File: src/rtl/binary_counter.sv
// Free-running WIDTH-bit up counter.
// Asynchronous active-low reset; count is driven straight from the register.
module binary_counter #(
  parameter int WIDTH = 4
) (
  input  logic             clk,
  input  logic             rst,
  output logic [WIDTH-1:0] count
);

  logic [WIDTH-1:0] count_q;

  // Natural overflow of the adder gives the modular wrap.
  always_ff @(posedge clk or negedge rst) begin
    if (!rst) begin
      count_q <= '0;
    end else begin
      count_q <= count_q + WIDTH'(1);
    end
  end

  assign count = count_q;

endmodule

File: config.mk
export PLATFORM = sky130hd
export DESIGN_NAME = binary_counter
export DESIGN_NICKNAME = d
export VERILOG_FILES = /design/src/rtl/binary_counter.sv
export SDC_FILE = /design/constraint.sdc
export NUM_CORES = 1
export LEC_CHECK = 0
export CAP_MARGIN = 20
export CORE_AREA = 2 2 39 41
export CTS_BUF_LIST = sky130_fd_sc_hd__clkbuf_2
export DETAILED_ROUTE_END_ITERATION = 12
export DIE_AREA = 0 0 41 43
export SLEW_MARGIN = 10
export SYNTH_ARGS = -nofsm -noshare
export SYNTH_HDL_FRONTEND = slang
export SYNTH_SLANG_ARGS = --single-unit
File: constraint.sdc
create_clock -name clk -period 1.1 [get_ports clk]
set_clock_uncertainty 0.2 [all_clocks]
set_input_delay 0.33 -clock clk [delete_from_list [all_inputs] [get_ports clk]]
set_output_delay 0.33 -clock clk [all_outputs]
set_load 0.01 [all_outputs]
Word-level counts from Yosys, hierarchy flattened

Cells that the tools add are included.

Flip-flop bits (word level): 4
Input port bits: 2
Output and inout port bits: 4
Word-level logic and storage cells: 2

$add $sub $neg: 1

Operator list:

| cell                                         | count |
|---|---|
| adder 4 x 1 -> 4 bit (second input constant) | 1 |

Depth between registers and ports, before layout

Gate-level depths: netlist (run 1).

Depth after elaboration: 1
Depth in mapped cells: 2
Gate-level depth less buffers: 2

Worst setup path after synthesis (run 1)

No wires, ideal clock.

Path kind: register to register
Start: reg count_q[0] (netlist: count[0])
End: reg count_q[2] (netlist: count[2])
Library setup time: 126 ps
Data arrival time: 761 ps
Required time: 774 ps
Path slack: 12 ps
Stages on the path, launching flop included: 3
Path buffers: 0
Period minus slack after synthesis: 1088 ps
Cells stage by stage: dfrtp_1 ha_1 xor2_1

Longest elaborated chain between the ends: 1

RTL lines:

| element                  | RTL line | RTL |
|---|---|---|
| start: declaration       | 11       | `logic [WIDTH-1:0] count_q;` |
| start signal: assignment | 18       | `count_q <= count_q + WIDTH'(1);` |
| adder 4 x 1 -> 4 bit     | 18       |  |

Every way passes these cells.

Final worst setup path (run 1)

Start: reg count_q[1] (netlist: count[1])
End: out count[1]

RTL lines:

| element          | RTL line | RTL |
|---|---|---|
| end: declaration | 8        | `output logic [WIDTH-1:0] count` |

No word-level cell between the ends.

==> results of run 1 <==
-- layer usage --
layer	track usage (%)	vias to the layer above	share of wire, %
met5	0	-	0
met4	8.00	0	1.6
met3	4.71	2	12
met2	9.69	6	61
met1	2.56	56	25
li1	-	56	-
-- where the power goes --
part           switching (W)   total (W)  internal (W)
sequential                 0    0.000148      0.000148
combinational     0.00000281  0.00000597    0.00000316
clock              0.0000549    0.000128     0.0000733
-- path summary, 6_finish.rpt --
kind / to / slack (ps) / cells after the start
max: count[1] / -140 / 1
min: count[2] / 140 / 1
max reg2reg: count[2] / -70 / 3
min reg2reg: count[0] / 320 / 2
max in group asynchronous: count[1] / 390 / 1
min in group clk: count[0] / 320 / 2
-- cell families (layout without fill, tap and decap cells) --
group | Yosys count | after routing | synth area share [%]
adder cells (fa/ha/maj) | 1 | 1 | 9.01
flip-flops | 4 | 4 | 72.1
XOR/XNOR | 2 | 2 | 12.6
buffers and inverters | 1 | 14 | 2.70
AND/OR/NAND/NOR | 1 | 1 | 3.60
-- synthesized netlist by cell type --
cell type	n
ha_1	1
dfrtp_1	4
xor2_1	1
inv_1	1
xnor2_1	1
nand3_1	1
-- per-stage QoR --
| step | utilization, % | total power (W) | instances | hold WS (ps) | area, um^2 |
|---|---|---|---|---|---|
| 2_1_floorplan | - | 0.000150 | 9 | -166 | 139 |
| 3_3_place_gp | 16.2 | 0.000155 | 32 | 255 | 224 |
| 3_5_place_dp | 16.2 | 0.000156 | 32 | 278 | 224 |
| 4_1_cts | 17.6 | 0.000293 | 38 | 125 | 244 |
| 5_1_grt | 19.4 | 0.000292 | 38 | 145 | 269 |
| 6_report | 19.4 | 0.000282 | 38 | 138 | 269 |
-- timing repair --
item                                    in CTS  in global routing
pin swaps                                    0                  0
buffers inserted                             3                  0
endpoints found under the setup margin       6                  7
endpoints found under the hold margin        0                  0
resized for setup                           17                  4
-- final cells by class --
| type | instances | area share, % |
|---|---|---|
| tap | 16 | 7.44 |
| clock buffer | 3 | 5.58 |
| sequential | 4 | 37.2 |
| multi-input combinational | 4 | 18.6 |
| timing repair buffer | 10 | 29.8 |
| inverter | 1 | 1.40 |
==> results.toml, run 1 <==
[outcome]
status = "complete, but fails checks"
violations = "setup timing"

[final_layout]
drive_gt1_share_pct = 68.2
layout_commonest_cell = "buf_4"
fin_nets = 27
syn_to_final_growth_pct = 93.7
seqCellArea_um2 = 100
fillers = 156
layout_common_cells = "buf_4, dfrtp_1, clkbuf_2"
largest_register_ffs = 4
diodes = 0
multi_input_area_um2 = 50.0

[logic_synthesis]
synth_top_cell_by_area = "dfrtp_1"
synth_top_area_share_pct = 72.1
syn_inst = 9
ys_seq_elements = 4
synth_area_um2 = 139
ys_seq_area_share_pct = 72.1
ys_types = 6
synthTopCellsByArea = "dfrtp_1, ha_1, xnor2_1"
postSynthAreaPerCell_um2 = 15.4
syn_nets = 12
yosysWarnings = 0

[pwr]
leakage_nw = 0.152
p_per_area_nw_per_um2 = 1050
peakVddDrop_v = 0.000150

[critical_path]
crit_required_ps = 570
crit_slowest_cell = "dfrtp_1"
path_delay_family = "flip-flops"
r2r-start = "count[1]"
crit_arrival_ps = 710
path_cells = "buf_6"
path_class = "reg2out"
startpoint = "count[1]"
path_buf_inv = 1
critPathMaxStageDelay_ps = 390
critPathLaunchType = "flip-flop"
path_max_fanout = 2
end_kind = "primary output"

[global_routing]
antenna_found_initial = 0
grt_max_degree = 5
grt_pass1_wl_um = 565
track_usage_pct = 6.02
gr-total-overflow = 0
first_global_vias = 143

[place]
place_ws_ps = -356
gp_congestion = 0.423
numPortBuffers = 5

[route]
via_per_inst = 3.16
drtPass1Iterations = 1
vias = 120
routed_wirelength_um = 370
drtIter0Drc = 0
drcViolationCount = 0
drtAntennaViolNets = 0
routedWlPerCell_um = 9.74

[timing]
fin_crit_ps = 1240
rsz0062_at_grt = "yes"
setup_viol = 6
max_freq_mhz = 804
tns_ps = -587
finalCritPeriodShare_pct = 113
hold_viol_final = 0
tightest_slew_ps = 194
slew-limit-headroom_pct = 87.0
drv_slew = 0
setup_slack_ps = -144

[clock_tree]
cts.path.max_buffers = 2
ctsHoldBuffers = 0
cts_made_buffers = 3
ctsRootBufferMaster = "clkbuf_2"
clk_latency_ps = 200
cts_tree = "done"
clkSinkCount = 4
path_clk_slew_ps = 40
htreeDepth = 1

[floorplanning]
rows = 14
die_w_um = 41
start_util_pct = 10.0
die_y_um = 43
io_pins = 6
fp.coreArea_um2 = 1380
fp.dieArea_um2 = 1760

[worst_hold_path]
hold_path_class = "in2async"

[job]
drv_cap = 0
No activity file was read; power rests on OpenSTA's default activity.
==> inputs of run 2 (changes only) <==
--- a/config.mk
+++ b/config.mk
@@ -10,6 +10,7 @@
 export CTS_BUF_LIST = sky130_fd_sc_hd__clkbuf_2
 export DETAILED_ROUTE_END_ITERATION = 12
 export DIE_AREA = 0 0 41 43
+export SKIP_CTS_REPAIR_TIMING = 1
 export SLEW_MARGIN = 10
 export SYNTH_ARGS = -nofsm -noshare
 export SYNTH_HDL_FRONTEND = slang
==> results.toml, run 2 (same netlist as run 1, synthesis figures left out) <==
[critical_path]
rrSetupSlack_ps = -40
critPathMaxStageDelay_ps = 390
crit_arrival_ps = 720
path_max_fanout = 3
path_delay_family = "flip-flops"
reg2regPathDepth = 3
crit_slowest_cell = "dfrtp_1"
startpoint = "count[2]"
r2r-start = "count[1]"
crit_cells = 1
end_kind = "primary output"
path_buf_inv = 1
r2r-end = "count[2]"
path_cells = "clkbuf_2"
crit_required_ps = 570
path_class = "reg2out"
cp-endpoint = "count[2]"
critPathLaunchType = "flip-flop"

[timing]
finalCritPeriodShare_pct = 114
setup_viol = 5
max_freq_mhz = 798
tns_ps = -584
drv_slew = 0
slew-limit-headroom_pct = 86.9
tightest_slew_ps = 196
setup_slack_ps = -153
hold_viol_final = 0
rsz0062_at_grt = "yes"
fin_crit_ps = 1250

[final_layout]
fin_nets = 27
post-route-util_pct = 18.8
syn_to_final_growth_pct = 87.4
largest_register_ffs = 4
diodes = 0
drive_gt1_share_pct = 68.2
layout_commonest_cell = "clkbuf_2"
layout_common_cells = "clkbuf_2, dfrtp_1, buf_4"

[route]
routedWlPerCell_um = 9.61
drtPass1Iterations = 1
routed_wirelength_um = 365
vias = 118
drtIter0Drc = 0
drcViolationCount = 0
drtAntennaViolNets = 0
via_per_inst = 3.11

[global_routing]
antenna_found_initial = 0
gr-total-overflow = 0
track_usage_pct = 5.52
grt_max_degree = 5
first_global_vias = 131
grt_pass1_wl_um = 510

[clock_tree]
cts.path.max_buffers = 2
htreeDepth = 1
ctsRootBufferMaster = "clkbuf_2"
clk_latency_ps = 200
cts_tree = "done"
cts_made_buffers = 3
path_clk_slew_ps = 40
clkSinkCount = 4

[place]
gp_congestion = 0.423
numPortBuffers = 5

[floorplanning]
die_w_um = 41
die_y_um = 43
fp.dieArea_um2 = 1760
rows = 14
start_util_pct = 10.0
io_pins = 6
fp.coreArea_um2 = 1380

[pwr]
total_power_w = 0.000280
leakage_nw = 0.152
peakVddDrop_v = 0.000149
p_per_area_nw_per_um2 = 1080

[outcome]
violations = "setup timing"
status = "complete, but fails checks"

[job]
drv_cap = 0

[worst_hold_path]
hold_path_class = "in2async"
==> run 2: cell types whose count changed in the layout (fill, tap and decap cells not counted), sizes merged <==
cell / previous run / this run
buf: 9 / 6
clkbuf: 3 / 6
==> run 2: area by class of cell <==
cell class                 instances  area (um^2)
sequential                         4          100
multi-input combinational          4         50.0
inverter                           1         3.75
tap                               16         20.0
clock buffer                       3         15.0
timing repair buffer              10         71.3
fill                             162         1120
==> run 2: worst min path at each step <==
stage               endpoint  slack [ps]  depth (start not counted)
floorplan           count[0]        -170                          0
global placement    count[0]         250                          1
detailed placement  count[0]         280                          1
CTS                 count[2]         120                          1
global route        count[1]         150                          1
finish              count[2]         140                          1
==> run 2: per-layer routing <==
metal  wire length (um)  global-route usage (%)  share of wire [%]
met4                  6                    8.00                1.6
met5                  0                       0                  0
met1                 97                    2.56                 27
met3                 48                    4.71                 13
met2                212                    8.13                 58
==> run 2: per-stage QoR <==
stage	hold WS [ps]	instances	setup slack [ps]	cell area [um^2]
detailed placement	278	32	-356	224
floorplan	-166	9	12.4	139
global placement	255	32	-338	224
CTS	125	35	-589	239
finish	139	38	-153	260
global route	145	38	-174	260
==> run 2: power breakdown <==
part           switching, W    total, W  internal (W)
logic            0.00000284  0.00000600    0.00000316
clock network     0.0000527    0.000126     0.0000732
registers                 0    0.000148      0.000148
total             0.0000555    0.000280      0.000224
